## config.mk

```make
export PLATFORM = sky130hd
export DESIGN_NAME = word_tx_bridge
export DESIGN_NICKNAME = d
export VERILOG_FILES = /design/src/rtl/word_tx_bridge.sv
export SDC_FILE = /design/constraint.sdc
export NUM_CORES = 1
export LEC_CHECK = 0
export BUFFER_PORTS_ARGS = -buffer_cell sky130_fd_sc_hd__buf_2
export CORE_MARGIN = 1
export CORE_UTILIZATION = 45
export DETAILED_ROUTE_END_ITERATION = 8
export GPL_TIMING_DRIVEN = 0
export PLACE_DENSITY_LB_ADDON = 0.08
export SYNTH_ARGS = -nofsm -noshare
export SYNTH_HDL_FRONTEND = slang
export SYNTH_SLANG_ARGS = --single-unit
```

## constraint.sdc

```tcl
create_clock -name CLK -period 3.1 [get_ports CLK]
set_input_delay 0 -clock CLK [delete_from_list [all_inputs] [get_ports CLK]]
set_output_delay 0 -clock CLK [all_outputs]
set_load 0.01 [all_outputs]
```

## src/rtl/word_tx_bridge.sv

```systemverilog
// word_tx_bridge: word FIFO feeding a byte serializer and UART transmitter
module word_tx_bridge #(
  parameter int DATA_W = 16,
  parameter int DEPTH = 8,
  parameter int CLKS_PER_BIT = 326,
  parameter int MSB_FIRST = 1,
  parameter int STOP_BITS = 1
) (
  input logic CLK,
  input logic RESET,
  input logic [DATA_W-1:0] DATA_IN,
  input logic WR,
  input logic CLR_OVF,
  output logic TX,
  output logic FULL,
  output logic EMPTY,
  output logic [$clog2(DEPTH):0] COUNT,
  output logic BUSY,
  output logic OVERFLOW
);
  localparam int BYTES = DATA_W / 8;
  localparam int AW = $clog2(DEPTH);
  localparam int CW = $clog2(CLKS_PER_BIT);
  localparam int FRAME = 9 + STOP_BITS;
  localparam int IW = BYTES > 1 ? $clog2(BYTES) : 1;
  typedef enum logic [1:0] {IDLE, LOAD, SEND, WAIT} state_t;
  state_t st, nx;
  logic [DATA_W-1:0] mem [DEPTH];
  logic [AW-1:0] wptr, rptr;
  logic [AW:0] cnt_n;
  logic push, pop, start, done, more, active, tick_end;
  logic [DATA_W-1:0] sr;
  logic [IW-1:0] idx;
  logic [7:0] cur_byte, sh;
  logic [CW-1:0] cnt;
  logic [3:0] bitn;
  assign push = WR && !FULL;
  assign cnt_n = COUNT + {{AW{1'b0}}, push} - {{AW{1'b0}}, pop};
  assign more = int'(idx) < BYTES - 1;
  assign cur_byte = MSB_FIRST != 0 ? sr[DATA_W-1 -: 8] : sr[7:0];
  assign tick_end = cnt == CW'(CLKS_PER_BIT - 1);
  assign done = active && tick_end && bitn == 4'(FRAME - 1);
  // FIFO storage; contents need no reset since occupancy gates every read
  always_ff @(posedge CLK)
    if (push) mem[wptr] <= DATA_IN;
  // FIFO pointers, registered flags and sticky overflow (set beats clear)
  always_ff @(posedge CLK or posedge RESET)
    if (RESET) begin
      wptr <= '0;
      rptr <= '0;
      COUNT <= '0;
      FULL <= 1'b0;
      EMPTY <= 1'b1;
      OVERFLOW <= 1'b0;
    end else begin
      if (push) wptr <= wptr + 1'b1;
      if (pop) rptr <= rptr + 1'b1;
      COUNT <= cnt_n;
      FULL <= cnt_n == (AW+1)'(DEPTH);
      EMPTY <= cnt_n == '0;
      OVERFLOW <= (WR && FULL) || (OVERFLOW && !CLR_OVF);
    end
  // Serializer next state: a new byte starts on the very edge the previous stop bit ends
  always_comb begin
    nx = st;
    start = 1'b0;
    pop = 1'b0;
    case (st)
      IDLE: begin
        pop = !EMPTY;
        nx = EMPTY ? IDLE : LOAD;
      end
      LOAD: begin
        start = 1'b1;
        nx = SEND;
      end
      SEND: nx = WAIT;
      WAIT: begin
        start = done && more;
        nx = done ? (more ? SEND : IDLE) : WAIT;
      end
      default: nx = IDLE;
    endcase
  end
  // Serializer state, word shift register, byte index and BUSY tracking
  always_ff @(posedge CLK or posedge RESET)
    if (RESET) begin
      st <= IDLE;
      sr <= '0;
      idx <= '0;
      BUSY <= 1'b0;
    end else begin
      st <= nx;
      if (pop) begin
        sr <= mem[rptr];
        idx <= '0;
      end else if (start) begin
        sr <= MSB_FIRST != 0 ? sr << 8 : sr >> 8;
        if (st == WAIT) idx <= idx + 1'b1;
      end
      BUSY <= pop ? 1'b1 : (st == WAIT && done && !more) ? !EMPTY : BUSY;
    end
  // UART: start bit on load, then data LSB first; ones shifted in form the stop bits
  always_ff @(posedge CLK or posedge RESET)
    if (RESET) begin
      TX <= 1'b1;
      active <= 1'b0;
      sh <= '0;
      cnt <= '0;
      bitn <= '0;
    end else if (start) begin
      TX <= 1'b0;
      active <= 1'b1;
      sh <= cur_byte;
      cnt <= '0;
      bitn <= '0;
    end else if (active) begin
      if (tick_end) begin
        cnt <= '0;
        bitn <= bitn + 1'b1;
        TX <= sh[0];
        sh <= {1'b1, sh[7:1]};
        active <= !done;
      end else cnt <= cnt + 1'b1;
    end
endmodule

```

; ---- Word-level counts from Yosys, hierarchy flattened
; Memory sizes are Yosys's and may differ from the RTL's.
; Cells that the tools add are included.
[totals]
memories = 1
ram_bits = 128
inputBits = 20
regBits = 56
out_inout_bits = 9
[op_classes]
reduce_logical = 23
n_mux = 30
n_lt_le_gt_ge = 1
n_addsub = 7
n_eq_ne = 6
[memory_table]
columns = name, depth, width, read_ports, rd_ports_with_merged_regs, write_ports, line_no
row1 = mem, 8, 16, 1, 0, 1, 28  ; logic [DATA_W-1:0] mem [DEPTH];
[ops]
columns = op, count
row1 = $mux 16, 2
row2 = $mux 9, 3
row3 = $mux 8, 3
row4 = $mux 1, 15
row5 = $mux 4, 3
row6 = $reduce_bool 2->1, 5
row7 = $add 9x1->9 const B, 1
row8 = $eq 9x9->1 const B, 1
row9 = $eq 4x4->1 const B, 2
row10 = $logic_and 1x1->1, 8
row11 = $pmux 2 s4, 1
row12 = $add 3x1->3 const B, 2
row13 = $logic_not 1->1, 5
row14 = $add 4x1->4, 1
row15 = $add 4x1->4 const B, 1
row16 = $eq 2x2->1 const B, 2
row17 = $logic_not 4->1, 1
row18 = $mux 2, 2
row19 = $reduce_and 2->1, 2
row20 = $sub 4x1->4, 1
row21 = $eq 2x1->1 const B, 1
row22 = $logic_not 2->1, 1
row23 = $pmux 1 s2, 1
row24 = $add 1x1->1 const B, 1
row25 = 2 further kinds, 2

; ---- Longest topological paths before layout
[depth]
depth_word = 7
depth_mapped = 13

; ---- Worst setup path before layout
; OpenSTA, ideal clock, no wires.
[synth_path]
path_type = flip-flop to flip-flop
from = reg st[0]
to = reg FULL
stages_incl_launch_ff = 14
slack_ns = 0.277
period_less_slack_ns = 2.823
arrival_ns = 2.750
n_path_buf = 3
required_time_ns = 3.027
cell_sequence = dfrtp_1 -> clkbuf_1 -> or3_1 -> buf_2 -> clkbuf_1 -> inv_1 -> ha_1 -> inv_1 -> ha_1 -> inv_1 -> fa_1 -> inv_1 -> or3_1 -> nor2b_1
[synth_via]
elab_chain_cells = 4
[synth_lines]
columns = item, line_no
row1 = from (decl), 27  ; state_t st, nx;
row2 = from (signal assigned), 93  ; st <= nx;
row3 = $logic_not 2->1, 68  ; case (st)
row4 = $mux 1, 68
row5 = net pop, 31  ; logic push, pop, start, done, more, active, tick_end;
row6 = $sub 4x1->4, 38  ; assign cnt_n = COUNT + {{AW{1'b0}}, push} - {{AW{1'b0}}, pop};
row7 = net cnt_n[1], 30  ; logic [AW:0] cnt_n;
row8 = $eq 4x4->1, 59  ; FULL <= cnt_n == (AW+1)'(DEPTH);
row9 = to (signal assigned), 59
row10 = to (decl), 15  ; output logic FULL,
; The timed path passes the listed nets, and every way through them passes these cells.
; A chain may end at the register's enable or synchronous reset.

; ---- Final worst setup path
[layout_path]
from = reg st[1]
to = reg FULL
; The elaborated chain is that of the path after synthesis.

==> impl_results.md <==
- Tightest Pin Transition: a little over 0.9 ns
- Final setup TNS: 0 ns
- Vias in the first global route: between 4000 and 5000
- Core area: 0.0161 mm^2
- Pin count of the biggest net entering global routing: 41
- Worst Setup End Kind: flop
- RePlAce Congestion: 0.744
- Die X: ~130 um
- Diode count: 0
- Cell accounting for the most synthesized area: edfxtp_1
- Post-synth top area share: around half
- TritonCTS clock tree: built
- Vias: between 4000 and 5000
- Critical path buffers and inverters: 6
- Clock sink count: 184
- Iter 0 DRT Violations: between 200 and 250
- Filler instances: approximately 1300
- CP delay by family, top: simple AND/OR/NAND/NOR gates
- Commonest non-fill, non-tap cell in the layout: edfxtp_1
- Crit path kind: reg2reg
- Max-Cap Viols: 0
- Grt ovf: 0
- Setup bufs post-CTS: 0
- Syn-to-layout area delta: 17.9%
- FF/Latch Area: 0.00525 mm^2
- Max incr delay on CP: about 0.47 ns
- Rel. slew slack: between 30 and 40%
- CTS max path bufs: 2
- Clock Skew: ~0.0096 ns
- Lkg Pwr: around 3.2 nW
- Layout cell share with drive strength beyond 1: about 23%
- Largest cells by area after synthesis: edfxtp_1 51%, dfrtp_1 18%, mux4_2 9.6%
- Min-Delay Path Class: in2reg
- RSZ-0062 raised after global routing: false
- Fin. Hold Viols: 0
- Initial antenna violation count: 0
- Clock Tree Root: clkbuf_16
- Final routed DRC violation total: 0
- CP Depth: 12
- Cell mode on critical path: inv_1
- Die Ht: 131 um
- Critical Path Slowest Stage Cell: fa_1
- Synthesized cell area: around 0.0075 mm^2
- Worst R2R Start: st[1]$_DFF_PP0_
- H-tree level count: 4
- Ys Warns: 0
- Final Slew Violations: 0
- Status: completed
- Clk Latency, worst-skew pair: approximately 0.43 ns
- Tmin final: ~2.9 ns
- Worst Hold Path Cells: 3
- Post-Syn Instances: between 400 and 500
- Reg2Reg Setup Slack: 0.22 ns
- Routed length per instance: ~19 um
- Worst Reg-to-Reg Cells: 12
- First-pass GRT wire length: approximately 23000 um
- Critical-path maximum fanout: 17
- Fraction of registers with async set/reset: 30.4%
- Pre-antenna DRT Iters: 4
- Antenna viol nets, final: 0
- Cell breakdown of the critical path: clkbuf_1, or3_1, buf_2, inv_2, ha_1, inv_1, ha_1, inv_1, fa_1, inv_1, or3_1, nor2b_1
- Fmax: about 0.35 GHz
- Post-synth EDFFs: about 130
- Net count, final: 570
- FF-to-FF End: FULL$_DFF_PP0_
- Vias per cell: between 5 and 6
- FP Rows: 46
- Final WL: 14500 um
- Yosys reg bits: about 180
- Initial Util: about 47%
- Syn avg cell area: approximately 16 um^2
- PortBufs: 28
- GRT Util Overall: roughly 18%
- Tcrit/Tclk final: roughly 93%
- Commonest cells after routing, fill and taps aside: 128 x edfxtp_1, 54 x dfrtp_1, 40 x nand2_1
- CP startpoint kind: flop
- Worst setup path endpoint: FULL$_DFF_PP0_
- CTS buffer count: 17
- # IOs: 29
- Clk slew on worst S/H paths: roughly 0.07 ns
- Post-synthesis sequential area ratio: between 60% and 70%
- Maximum vdd ir drop: approximately 0.00044 V
- Multi-input combinational cell area: 0.00211 mm^2
- Fin Hold WS: about 0.065 ns
- Critical path arrival: between 3 and 4 ns
- WP data required: between 3 and 4 ns
- Power Dens Cells: between 600 and 700 mW/mm^2
- Mapped Nets: 497
- Setup violators final: 0
- CP Launch Point: st[1]$_DFF_PP0_
- Synth cell types: 45
- Die area: about 0.017 mm^2
- Top FF cell, synth: edfxtp_1
- HPWL Detailed: between 9000 and 10000 um
==> per-layer routing <==
layer / routed length (um) / part of all wire (%) / track usage (%) / vias up
met4: 210 / 1.4 / 6.27 / 0
met5: 0 / 0 / 0 / -
met1: 6750 / 47 / 24.3 / 2063
met2: 7160 / 49 / 30.1 / 43
li1: - / - / - / 1921
met3: 363 / 2.5 / 4.36 / 20
==> tightest hold or removal path, delay by kind of cell <==
family / cells / cell delay (ns)
buf+inv: 1 / 0.10
simple gates: 1 / 0.19
xor+xnor: 1 / 0.15
==> power breakdown <==
part,switching (mW),internal (mW)
registers,0.111,2.96
logic,0.418,0.327
clock network,0.950,1.13
==> repair_timing <==
item | CTS | global route
hold buffers | 19 | 0
resized for setup | 1 | 0
setup endpoints to repair | 2 | 1
hold endpoints to repair | 184 | 0
==> through the flow <==
step           setup WS [ns]  area [um^2]  utilization, %  cells  power [mW]
4_1_cts                0.152         8850            55.1    769        5.97
2_1_floorplan          0.277         7510               -    466        3.52
3_5_place_dp         -0.0549         8100            50.4    719        3.87
3_3_place_gp          -0.632         7920            49.3    710        3.75
5_1_grt               0.0413         8850            55.1    768        6.15
6_report               0.216         8850            55.1    768        5.90
==> worst min path at each step <==
stage / startpoint / endpoint / slack [ns]
final: WR / wptr[0]$_DFFE_PP0P_ / 0.07
after global routing: WR / wptr[0]$_DFFE_PP0P_ / 0.06
after CTS: WR / wptr[0]$_DFFE_PP0P_ / 0.05
after detailed placement: RESET / wptr[2]$_DFFE_PP0P_ / 0.006
after global placement: CLR_OVF / OVERFLOW$_DFF_PP0_ / 0.18
after floorplan: CLR_OVF / OVERFLOW$_DFF_PP0_ / 0.1
==> cells by family after synthesis <==
group | share of synthesized area, %
AO/OA/AOI/OAI | 5.08
XOR/XNOR | 1.52
adder cells (fa/ha/maj) | 1.93
buffers and inverters | 2.30
flip-flops | 69.9
multiplexers | 12.1
AND/OR/NAND/NOR | 7.12
==> cell type report <==
class | count | share of cell area (%)
flip-flops and latches | 184 | 59.3
plain buffers | 25 | 1.32
multi-input cells | 242 | 23.9
clock inverters | 14 | 1.54
repair buffers | 56 | 5.51
inverters | 13 | 0.551
well taps | 216 | 3.05
clock buffers | 18 | 4.85
==> cell usage after synthesis, types with 2 or more instances <==
cell / number
and3_1: 3
inv_1: 13
mux4_2: 32
nand2_1: 40
nand4_1: 6
a311o_1: 8
o21ai_0: 5
mux2i_1: 18
a21oi_1: 26
a31oi_1: 7
nor3_1: 4
nand2b_1: 4
dfstp_2: 2
edfxtp_1: 128
xor2_1: 4
and3b_1: 2
nor2_1: 29
buf_2: 6
nor2b_1: 3
a21o_1: 2
xnor2_1: 9
clkbuf_1: 15
nand3_1: 3
buf_1: 3
or3_1: 4
o22ai_1: 8
buf_4: 2
ha_1: 10
dfrtp_1: 54
==> registers in the layout (all words and copies together), names as in the netlist, 2 cells and up <==
signal,cells
bitn,4
COUNT,4
st,2
sh,8
cnt,9
mem,128
rptr,3
sr,16
wptr,3
Note: power is estimated with default switching activity, not from simulation.
